<file path="src/rtl/wb_arbiter_pkg.sv">
// Shared register-file bus types and defaults for the write-back arbiter.
// The FIFO entry packs destination address and result data into one 37-bit word.
package wb_arbiter_pkg;

  typedef logic [4:0]  reg_addr_t;
  typedef logic [31:0] reg_data_t;

  localparam reg_data_t ZeroWord     = '0;
  localparam reg_addr_t NOPRegAddr   = '0;
  localparam logic      WriteEnable  = 1'b1;
  localparam logic      WriteDisable = 1'b0;

  localparam int WbFifoDepth = 2;
  localparam int StarveMax   = 8;

  typedef struct packed {
    reg_addr_t addr;
    reg_data_t data;
  } wb_entry_t;

  // Register 0 is hardwired, so any write to it is a no-op.
  function automatic logic writes_reg(input logic we, input reg_addr_t addr);
    return we && (addr != NOPRegAddr);
  endfunction

endpackage

</file>
<file path="src/rtl/wb_arbiter_if.sv">
// Write-back bus: MEM result, divider handshake, regfile write port, ID hazard
// check and starvation request. The slave side is the arbiter itself.
interface wb_arbiter_if;
  import wb_arbiter_pkg::*;

  logic      mem_we;
  reg_addr_t mem_waddr;
  reg_data_t mem_wdata;
  logic      stall;
  logic      flush;

  logic      div_valid;
  reg_addr_t div_waddr;
  reg_data_t div_wdata;
  logic      div_ready;

  logic      wb_we;
  reg_addr_t wb_waddr;
  reg_data_t wb_wdata;

  reg_addr_t chk_addr1;
  reg_addr_t chk_addr2;
  logic      chk_hit1;
  logic      chk_hit2;

  logic      starve_req;

  modport master (
    output mem_we, mem_waddr, mem_wdata, stall, flush,
    output div_valid, div_waddr, div_wdata,
    input  div_ready,
    input  wb_we, wb_waddr, wb_wdata,
    output chk_addr1, chk_addr2,
    input  chk_hit1, chk_hit2,
    input  starve_req
  );

  modport slave (
    input  mem_we, mem_waddr, mem_wdata, stall, flush,
    input  div_valid, div_waddr, div_wdata,
    output div_ready,
    output wb_we, wb_waddr, wb_wdata,
    input  chk_addr1, chk_addr2,
    output chk_hit1, chk_hit2,
    output starve_req
  );

endinterface

</file>
<file path="src/rtl/wb_arbiter_fifo.sv">
// In-order divider result FIFO. Every entry address is exported together with a
// valid bit so the ID hazard check can compare against all pending writes.
module wb_arbiter_fifo
  import wb_arbiter_pkg::*;
#(
  parameter int DEPTH = WbFifoDepth
) (
  input  logic                        clk,
  input  logic                        rst,
  input  logic                        push,
  input  wb_entry_t                   push_entry,
  input  logic                        pop,
  output wb_entry_t                   head,
  output logic                        full,
  output logic                        empty,
  output logic      [DEPTH-1:0]       entry_valid,
  output reg_addr_t [DEPTH-1:0]       entry_addr
);

  localparam int AW = $clog2(DEPTH);

  wb_entry_t       mem_reg [DEPTH];
  logic [AW-1:0]   wr_ptr_reg;
  logic [AW-1:0]   rd_ptr_reg;
  logic [AW:0]     count_reg;
  logic            push_ok;
  logic            pop_ok;

  assign full    = (count_reg == (AW+1)'(DEPTH));
  assign empty   = (count_reg == '0);
  assign push_ok = push && !full;
  assign pop_ok  = pop && !empty;
  assign head    = mem_reg[rd_ptr_reg];

  // Storage carries no reset; the valid vector alone decides what is live.
  always_ff @(posedge clk) begin
    if (push_ok) begin
      mem_reg[wr_ptr_reg] <= push_entry;
    end
  end

  always_ff @(posedge clk or negedge rst) begin
    if (!rst) begin
      wr_ptr_reg <= '0;
      rd_ptr_reg <= '0;
      count_reg  <= '0;
    end else begin
      if (push_ok) begin
        wr_ptr_reg <= wr_ptr_reg + 1'b1;
      end
      if (pop_ok) begin
        rd_ptr_reg <= rd_ptr_reg + 1'b1;
      end
      case ({push_ok, pop_ok})
        2'b10:   count_reg <= count_reg + 1'b1;
        2'b01:   count_reg <= count_reg - 1'b1;
        default: count_reg <= count_reg;
      endcase
    end
  end

  // An entry is live when its distance from the read pointer is below the count.
  generate
    for (genvar gi = 0; gi < DEPTH; gi++) begin : g_entry
      logic [AW-1:0] offset;
      assign offset          = AW'(gi) - rd_ptr_reg;
      assign entry_valid[gi] = ({1'b0, offset} < count_reg);
      assign entry_addr[gi]  = mem_reg[gi].addr;
    end
  endgenerate

endmodule

</file>
<file path="src/rtl/wb_arbiter.sv">
// Write-back stage: owns the regfile write port, gives MEM results priority and
// drains queued divider results into the slots the pipeline leaves free.
module wb_arbiter
  import wb_arbiter_pkg::*;
#(
  parameter int DEPTH      = WbFifoDepth,
  parameter int STARVE_MAX = StarveMax
) (
  input  logic         clk,
  input  logic         rst,
  wb_arbiter_if.slave  bus
);

  localparam int CW = $clog2(STARVE_MAX + 1);

  logic                   live;
  logic                   push;
  logic                   pop;
  logic                   full;
  logic                   empty;
  wb_entry_t              head;
  wb_entry_t              push_entry;
  logic      [DEPTH-1:0]  entry_valid;
  reg_addr_t [DEPTH-1:0]  entry_addr;
  logic      [DEPTH-1:0]  match1;
  logic      [DEPTH-1:0]  match2;

  logic                   wb_we_reg;
  reg_addr_t              wb_waddr_reg;
  reg_data_t              wb_wdata_reg;
  logic      [CW-1:0]     starve_cnt_reg;
  logic      [CW-1:0]     starve_cnt_next;
  logic                   starve_req_reg;

  assign live = writes_reg(bus.mem_we, bus.mem_waddr) && !bus.stall && !bus.flush;
  assign pop  = !live && !empty;

  // Ready is forced low during reset so nothing transfers into a clearing FIFO.
  assign bus.div_ready = rst && !full;
  assign push          = bus.div_valid && bus.div_ready &&
                         (bus.div_waddr != NOPRegAddr);
  assign push_entry    = '{addr: bus.div_waddr, data: bus.div_wdata};

  wb_arbiter_fifo #(
    .DEPTH (DEPTH)
  ) u_fifo (
    .clk         (clk),
    .rst         (rst),
    .push        (push),
    .push_entry  (push_entry),
    .pop         (pop),
    .head        (head),
    .full        (full),
    .empty       (empty),
    .entry_valid (entry_valid),
    .entry_addr  (entry_addr)
  );

  always_ff @(posedge clk or negedge rst) begin
    if (!rst) begin
      wb_we_reg    <= WriteDisable;
      wb_waddr_reg <= NOPRegAddr;
      wb_wdata_reg <= ZeroWord;
    end else if (live) begin
      wb_we_reg    <= WriteEnable;
      wb_waddr_reg <= bus.mem_waddr;
      wb_wdata_reg <= bus.mem_wdata;
    end else if (!empty) begin
      wb_we_reg    <= WriteEnable;
      wb_waddr_reg <= head.addr;
      wb_wdata_reg <= head.data;
    end else begin
      wb_we_reg    <= WriteDisable;
    end
  end

  assign bus.wb_we    = wb_we_reg;
  assign bus.wb_waddr = wb_waddr_reg;
  assign bus.wb_wdata = wb_wdata_reg;

  // Counts edges where queued results wait behind the pipeline; saturates.
  always_comb begin
    starve_cnt_next = starve_cnt_reg;
    if (empty || pop) begin
      starve_cnt_next = '0;
    end else if (starve_cnt_reg < CW'(STARVE_MAX)) begin
      starve_cnt_next = starve_cnt_reg + 1'b1;
    end
  end

  always_ff @(posedge clk or negedge rst) begin
    if (!rst) begin
      starve_cnt_reg <= '0;
      starve_req_reg <= 1'b0;
    end else begin
      starve_cnt_reg <= starve_cnt_next;
      starve_req_reg <= (starve_cnt_next >= CW'(STARVE_MAX));
    end
  end

  assign bus.starve_req = starve_req_reg;

  // A result still on the divider handshake counts as pending too.
  generate
    for (genvar gi = 0; gi < DEPTH; gi++) begin : g_hazard
      assign match1[gi] = entry_valid[gi] && (entry_addr[gi] == bus.chk_addr1);
      assign match2[gi] = entry_valid[gi] && (entry_addr[gi] == bus.chk_addr2);
    end
  endgenerate

  assign bus.chk_hit1 = (bus.chk_addr1 != NOPRegAddr) &&
                        ((|match1) || (bus.div_valid && (bus.div_waddr == bus.chk_addr1)));
  assign bus.chk_hit2 = (bus.chk_addr2 != NOPRegAddr) &&
                        ((|match2) || (bus.div_valid && (bus.div_waddr == bus.chk_addr2)));

endmodule

</file>
<file path="src/flat_wrapper.sv">
// flat-port wrapper written by rule: the top's interface ports become plain ports
module wb_arbiter_flat import wb_arbiter_pkg::*;
#(
  parameter int DEPTH      = WbFifoDepth,
  parameter int STARVE_MAX = StarveMax
)
  (clk, rst, bus_mem_we, bus_mem_waddr, bus_mem_wdata, bus_stall, bus_flush, bus_div_valid, bus_div_waddr, bus_div_wdata, bus_div_ready, bus_wb_we, bus_wb_waddr, bus_wb_wdata, bus_chk_addr1, bus_chk_addr2, bus_chk_hit1, bus_chk_hit2, bus_starve_req);
  wb_arbiter_if bus_i ();
  input  logic clk;
  input  logic rst;
  input wire logic [$bits(bus_i.mem_we)-1:0] bus_mem_we;
  input wire logic [$bits(bus_i.mem_waddr)-1:0] bus_mem_waddr;
  input wire logic [$bits(bus_i.mem_wdata)-1:0] bus_mem_wdata;
  input wire logic [$bits(bus_i.stall)-1:0] bus_stall;
  input wire logic [$bits(bus_i.flush)-1:0] bus_flush;
  input wire logic [$bits(bus_i.div_valid)-1:0] bus_div_valid;
  input wire logic [$bits(bus_i.div_waddr)-1:0] bus_div_waddr;
  input wire logic [$bits(bus_i.div_wdata)-1:0] bus_div_wdata;
  output wire logic [$bits(bus_i.div_ready)-1:0] bus_div_ready;
  output wire logic [$bits(bus_i.wb_we)-1:0] bus_wb_we;
  output wire logic [$bits(bus_i.wb_waddr)-1:0] bus_wb_waddr;
  output wire logic [$bits(bus_i.wb_wdata)-1:0] bus_wb_wdata;
  input wire logic [$bits(bus_i.chk_addr1)-1:0] bus_chk_addr1;
  input wire logic [$bits(bus_i.chk_addr2)-1:0] bus_chk_addr2;
  output wire logic [$bits(bus_i.chk_hit1)-1:0] bus_chk_hit1;
  output wire logic [$bits(bus_i.chk_hit2)-1:0] bus_chk_hit2;
  output wire logic [$bits(bus_i.starve_req)-1:0] bus_starve_req;
  assign bus_i.mem_we = bus_mem_we;
  assign bus_i.mem_waddr = bus_mem_waddr;
  assign bus_i.mem_wdata = bus_mem_wdata;
  assign bus_i.stall = bus_stall;
  assign bus_i.flush = bus_flush;
  assign bus_i.div_valid = bus_div_valid;
  assign bus_i.div_waddr = bus_div_waddr;
  assign bus_i.div_wdata = bus_div_wdata;
  assign bus_div_ready = bus_i.div_ready;
  assign bus_wb_we = bus_i.wb_we;
  assign bus_wb_waddr = bus_i.wb_waddr;
  assign bus_wb_wdata = bus_i.wb_wdata;
  assign bus_i.chk_addr1 = bus_chk_addr1;
  assign bus_i.chk_addr2 = bus_chk_addr2;
  assign bus_chk_hit1 = bus_i.chk_hit1;
  assign bus_chk_hit2 = bus_i.chk_hit2;
  assign bus_starve_req = bus_i.starve_req;
  wb_arbiter #(.DEPTH(DEPTH), .STARVE_MAX(STARVE_MAX)) u_core (.clk(clk), .rst(rst), .bus(bus_i));
endmodule
</file>
<file path="config.mk">
export PLATFORM = sky130hd
export DESIGN_NAME = wb_arbiter_flat
export DESIGN_NICKNAME = d
export VERILOG_FILES = /design/src/rtl/wb_arbiter_pkg.sv /design/src/rtl/wb_arbiter_if.sv /design/src/rtl/wb_arbiter_fifo.sv /design/src/rtl/wb_arbiter.sv /design/src/flat_wrapper.sv
export SDC_FILE = /design/constraint.sdc
export NUM_CORES = 1
export LEC_CHECK = 0
export CELL_PAD_IN_SITES_DETAIL_PLACEMENT = 1
export CELL_PAD_IN_SITES_GLOBAL_PLACEMENT = 1
export CORE_MARGIN = 8
export CORE_UTILIZATION = 50
export CTS_CLUSTER_SIZE = 25
export DETAILED_ROUTE_END_ITERATION = 6
export DONT_BUFFER_PORTS = 1
export PLACE_DENSITY_LB_ADDON = 0.1
export SLEW_MARGIN = 15
export SYNTH_ARGS = -nofsm -noshare
export SYNTH_HDL_FRONTEND = slang
export SYNTH_SLANG_ARGS = --single-unit
</file>
<file path="constraint.sdc">
create_clock -name clk -period 3.93 [get_ports clk]
set_clock_uncertainty 0.05 [all_clocks]
set_input_delay 1.179 -clock clk [delete_from_list [all_inputs] [get_ports clk]]
set_output_delay 1.179 -clock clk [all_outputs]
set_load 0.01 [all_outputs]
</file>
# Word level (Yosys, flattened, before mapping)
# Memories as Yosys holds them, arrays and structs flattened.
# Cells that the tools add are included.
dict set report word_totals {
  reg_bits 47
  ram_bits 74
  input_bits 90
  output_inout_bits 42
  n_memories 1
}
dict set report op_classes {
  n_addsub 7
  magnitude_cmp 4
  n_eq_ne 10
  mux 11
  reduce_logical 33
}
# name depth word_bits read_ports rd_ports_with_merged_regs write_ports line
set memory_table {}
lappend memory_table {u_core.u_fifo.mem_reg 2 37 3 0 1 wb_arbiter_fifo.sv:22} ;# wb_entry_t mem_reg [DEPTH];
# cell n
set op_table {}
lappend op_table {{$mux 32} 2}
lappend op_table {{$eq 5x5->1} 6}
lappend op_table {{$reduce_bool 5->1} 4}
lappend op_table {{$logic_and 1x1->1} 17}
lappend op_table {{$mux 5} 2}
lappend op_table {{$mux 4} 2}
lappend op_table {{$logic_not 1->1} 5}
lappend op_table {{$add 4x1->4 const B} 1}
lappend op_table {{$eq 2x2->1 const B} 2}
lappend op_table {{$ge 4x4->1 const B} 1}
lappend op_table {{$lt 1x2->1} 2}
lappend op_table {{$lt 4x4->1 const B} 1}
lappend op_table {{$mux 1} 4}
lappend op_table {{$pmux 2 s2} 1}
lappend op_table {{$reduce_or 2->1} 2}
lappend op_table {{$logic_or 1x1->1} 3}
lappend op_table {{$add 1x1->1 const B} 2}
lappend op_table {{$add 2x1->2 const B} 1}
lappend op_table {{$eq 2x1->1 const B} 1}
lappend op_table {{$logic_not 2->1} 1}
lappend op_table {{$ne 2x1->1 const B} 1}
lappend op_table {{$reduce_bool 2->1} 1}
lappend op_table {{$sub 1x1->1 const A} 2}
lappend op_table {{$sub 2x1->2 const B} 1}

# Longest topological paths before layout
dict set report depth {
  ltp_word 9
  depth_mapped 9
  depth_no_buf 8
}

# Modules after synthesis
# A second synthesis with hierarchy kept.
dict set report unflattened {
  hier_cells 379
  area_unflattened_um2 5357.6
}
# mod n_inst cells_per_inst area_per_inst_um2
set by_module_without_submodules {}
lappend by_module_without_submodules {wb_arbiter_fifo 1 146 2991.6}
lappend by_module_without_submodules {wb_arbiter 1 233 2366.0}

# Worst setup path after synthesis
# OpenSTA, ideal clock, no wires.
dict set report synth_path {
  path_type {input port to flip-flop}
  startpoint {input port rst}
  endpoint {memory u_core.u_fifo.mem_reg[0][0] in the netlist's numbering (enable)}
  setup_time_ps 436
  arrival_time_ps 3252
  setup_slack_ps 192
  stages 3
  n_path_buf 0
  path_cell_list {o21a_1 > o211a_1 > nor2b_1}
}
dict set report synth_between {
  elab_chain_len 6
}
# item line
set synth_lines {}
lappend synth_lines {{start, declared} flat_wrapper.sv:10} ;# input logic rst;
lappend synth_lines {{$logic_and 1x1->1} wb_arbiter.sv:39} ;# assign bus.div_ready = rst && !full;
lappend synth_lines {{$logic_and 1x1->1 (2 in series)} wb_arbiter.sv:40} ;# assign push = bus.div_valid && bus.div_ready &&
lappend synth_lines {{$logic_and 1x1->1} wb_arbiter_fifo.sv:31} ;# assign push_ok = push && !full;
lappend synth_lines {{$mux 1} wb_arbiter_fifo.sv:37} ;# if (push_ok) begin
lappend synth_lines {{$mux 1 (implied by the code)} wb_arbiter_fifo.sv:38} ;# mem_reg[wr_ptr_reg] <= push_entry;
lappend synth_lines {{end, declared} wb_arbiter_fifo.sv:22}
# Every way passes these cells.

# Final worst setup path
dict set report layout_path {
  startpoint {input port bus_div_waddr[1]}
  endpoint {output port bus_chk_hit1}
}
dict set report layout_between {
  elab_chain_len 4
}
# item line
set layout_lines {}
lappend layout_lines {{start, declared} flat_wrapper.sv:17} ;# input wire logic [$bits(bus_i.div_waddr)-1:0] bus_div_waddr;
lappend layout_lines {{$eq 5x5->1} wb_arbiter.sv:112} ;# ((|match1) || (bus.div_valid && (bus.div_waddr == bus.chk_addr1)));
lappend layout_lines {{$logic_and 1x1->1} wb_arbiter.sv:112}
lappend layout_lines {{$logic_or 1x1->1} wb_arbiter.sv:112}
lappend layout_lines {{$logic_and 1x1->1} wb_arbiter.sv:111} ;# assign bus.chk_hit1 = (bus.chk_addr1 != NOPRegAddr) &&
lappend layout_lines {{end, declared} flat_wrapper.sv:25} ;# output wire logic [$bits(bus_i.chk_hit1)-1:0] bus_chk_hit1;
# Every way passes these cells.

==> results summary <==
The run finished with clean final reports. Buffers inserted during clock tree synthesis total 17. The startpoint of the most critical register-to-register path is u_core.u_fifo.count_reg[1]. The yosys synthesis warning count came out at 0. In this run the worst hold path is classified as input port to asynchronous set/reset pin.

Setup repair after global routing left no endpoint under its margin. For this block, the via count after detailed routing is 3138. The number of endpoints with negative hold slack in the final report is 0. The clock period minus worst slack came out at between 3 and 4 ns.

The total DRC errors in the routed layout came out at 0. The standard-cell row count is 37. The die covers 14200 um^2. The number of max-cap violations came out at 0.

The routed wire length came out at 12100 um. The maximum level of the CTS H-tree came out at 4. In the final layout, the multi-input gates occupy 1810 um^2. Sorting the synthesized cells by area gives the leading types as sky130_fd_sc_hd__edfxtp_1 (42%), sky130_fd_sc_hd__dfrtp_1 (22%), sky130_fd_sc_hd__mux2i_1 (7.1%). Counting both buffers and inverters, the worst setup path holds a total of 0. The number of setup violations in the final report came out at 0.

TritonCTS built the clock tree. The tree built by TritonCTS fans out to 121 sinks. Once the floorplan was initialized, standard cells occupied roughly half of the core. In this run the critical register-to-register path is captured at u_core.u_fifo.mem_reg[1][21].

The area growth from synthesis to final layout came out at 12.8%. Clock tree synthesis selected as its root buffer the cell sky130_fd_sc_hd__clkbuf_8. Once detail routing completed, the nets flagged for antenna violations numbered 0. Entering global routing, the biggest net connects 49 pins.

The static leakage came out at ~2.3 nW. The setup fix buffers added after clock tree synthesis is 0. The register area came out at 3400 um^2. The tightest slew margin relative to the limit came out at a little over a third. The clock reaches the later pin of the worst-skew pair after 0.51 ns. At the end of routability-driven placement, the weighted congestion stood at 0.853. The largest stage delay on the critical path is approximately 0.35 ns. The post-synthesis average cell area came out at approximately 13 um^2. The y dimension of the die is ~120 um. The number of hold buffers added after CTS was 0. The first-pass detailed-route iteration total is 4. The peak supply drop came out at slightly below 0.4 mV. Power spread over the standard cell area amounts to 777 nW/um^2.

The global-route wire length before repair is 19500 um. Of the cells placed in the final design, the portion with a size suffix greater than 1 is between 15 and 20%. The clock-pin transition on the worst setup and hold timing paths is around 0.050 ns.

The count of flip-flops with a built-in enable after synthesis came out at 74. The port buffer count is 0. In this run the standard cell core region covers between 10000 and 15000 um^2. The final critical path takes up around 84% of the cycle. Static timing analysis puts the maximum clock frequency at 302 MHz. The number of antenna violations at the first check in global routing came out at 0. The final sum of negative setup slack is 0 ns.

The number of resized instances in the post-cts repair step is 0. sky130_fd_sc_hd__edfxtp_1 is the most common cell in the netlist. The async set-reset flop share out of synthesis came out at a little under 40%.

The number of DRC violations after detailed-routing iteration 0 came out at about 110. The count of distinct cell types in the synthesized netlist is 31. The global-route congestion overflow total is 0. On the critical path, the stage with the largest delay is an instance of sky130_fd_sc_hd__nor4_1. STA classifies the critical path endpoint as a primary output. The core occupancy in the finished layout came out at about three fifths. The number of antenna repair diodes came out at 0.

sky130_fd_sc_hd__edfxtp_1 takes more of the synthesized area than any other cell. The share of Yosys cell area claimed by the top area cell type is approximately two fifths. Traced cell by cell, the critical path runs through xor2_1, nor4_1, nand3_1, a21oi_1. The slew at the pin closest to its max-slew limit came out at between 0.9 and 1 ns. The routed wire length per instance is approximately 21 um. The horizontal extent of the die is roughly 120 um. At the worst endpoint, the arrival time is 2.09 ns. By count the netlist is led by sky130_fd_sc_hd__edfxtp_1 (74), sky130_fd_sc_hd__nor2_1 (48), sky130_fd_sc_hd__dfrtp_1 (47), sky130_fd_sc_hd__a21oi_1 (41). The register with the most flip-flops in the layout has 74 of them. The worst setup path is launched from an input port. In the global route stage, overall resource usage came out at between 10% and 20%. The number of flip-flops and latches in the synthesized netlist is between 100 and 150. The synthesized netlist net count is approximately 510. The setup check on the worst reg-to-reg path leaves a slack of 1.56 ns. In this run the cell area of the synthesized design comes to 5340 um^2. Dividing the detail-routed via count by the number of cells gives 5.56. The number of max-slew violations in the final report came out at 0. The depth of the worst register-to-register path came out at 4. The synthesized instance count is between 400 and 500. The net count of the finished layout came out at just over 500.

The cell family contributing the most delay on the critical path is simple AND/OR/NAND/NOR gates. The data required time of the worst path is roughly 2.7 ns. The number of top-level design ports came out at 132.

After synthesis, flip-flops and latches occupy between 60% and 70% of the total area. Along the worst path, the maximum fanout reaches 5. The buffer levels on the longest clock path is 2. Once detailed placement completed, the half-perimeter wirelength came to around 8300 um. The filler cell count in the final layout is roughly 1000. The predominant post-synthesis flop cell is sky130_fd_sc_hd__edfxtp_1. The worst setup path is of the input port to primary output kind. The via count of the first global-routing pass came out at roughly 3600.
[per-layer routing]
metal	part of all wire, %	global-route usage, %	up-vias
met4	2.3	7.26	0
met3	8.9	7.89	26
met2	52	30.3	98
li1	-	-	1484
met1	37	18.7	1530
met5	0	0	-
[worst max path at each step]
stage                                start                     endpoint  slack, ns  cells past startpoint
final                     bus_div_waddr[1]                 bus_chk_hit1       0.62                      4
after global routing      bus_div_waddr[3]                 bus_chk_hit1       0.57                      4
after CTS                 bus_div_waddr[1]                 bus_chk_hit1       0.62                      4
after detailed placement  bus_div_waddr[1]                 bus_chk_hit1       0.62                      4
after global placement    bus_chk_addr1[4]                 bus_chk_hit1       0.69                      4
after floorplan                        rst  u_core.u_fifo.mem_reg[0][0]       0.19                      3
[cell families after synthesis]
group	share of synthesized area, %
and+or+nand+nor	8.97
xor gates and xnor gates	6.07
muxes	7.12
AOI/OAI and AO/OA	10.8
buffers and inverters	2.97
DFF	63.6
adders and majority gates	0.468
[layout make-up]
cell class	count	share of cell area, %
inverter	2	0.125
tap	136	2.82
multi-input combinational	269	30.0
sequential	121	56.4
clock inverter	7	1.89
timing repair buffer	5	0.623
clock buffer	24	8.14
[through the flow]
step | total power, W | setup slack, ns | hold slack [ns] | instances | instance area, um^2
2_1_floorplan | 0.00288 | 0.192 | 0.405 | 414 | 5340
3_3_place_gp | 0.00310 | 0.690 | 0.472 | 533 | 5420
6_report | 0.00468 | 0.615 | 0.313 | 564 | 6030
4_1_cts | 0.00474 | 0.621 | 0.295 | 564 | 6030
3_5_place_dp | 0.00317 | 0.623 | 0.481 | 533 | 5420
5_1_grt | 0.00493 | 0.569 | 0.290 | 564 | 6030
[power by group]
part	total, W	internal (W)	switching (W)	leakage (nW)
Combinational	0.00111	0.000450	0.000661	0.769
Clock	0.00156	0.00104	0.000521	0.291
Sequential	0.00201	0.00169	0.000318	1.25
[placed cells by master (no fill, tap or decap), types with 5 or more instances in the layout]
cell type                   synthesis  routed
sky130_fd_sc_hd__buf_4              0       5
sky130_fd_sc_hd__dfrtp_1           47      46
sky130_fd_sc_hd__nor2_1            48      48
sky130_fd_sc_hd__clkbuf_16          0      16
sky130_fd_sc_hd__a21oi_1           41      41
sky130_fd_sc_hd__mux2i_1           38      38
sky130_fd_sc_hd__xor2_1            29      29
sky130_fd_sc_hd__xnor2_1            8       8
sky130_fd_sc_hd__o21ai_2           38      38
sky130_fd_sc_hd__clkbuf_8           0       6
sky130_fd_sc_hd__nand2_1           38      38
sky130_fd_sc_hd__nor4_1             5       5
sky130_fd_sc_hd__edfxtp_1          74      74
Note: power is estimated with default switching activity, not from simulation.
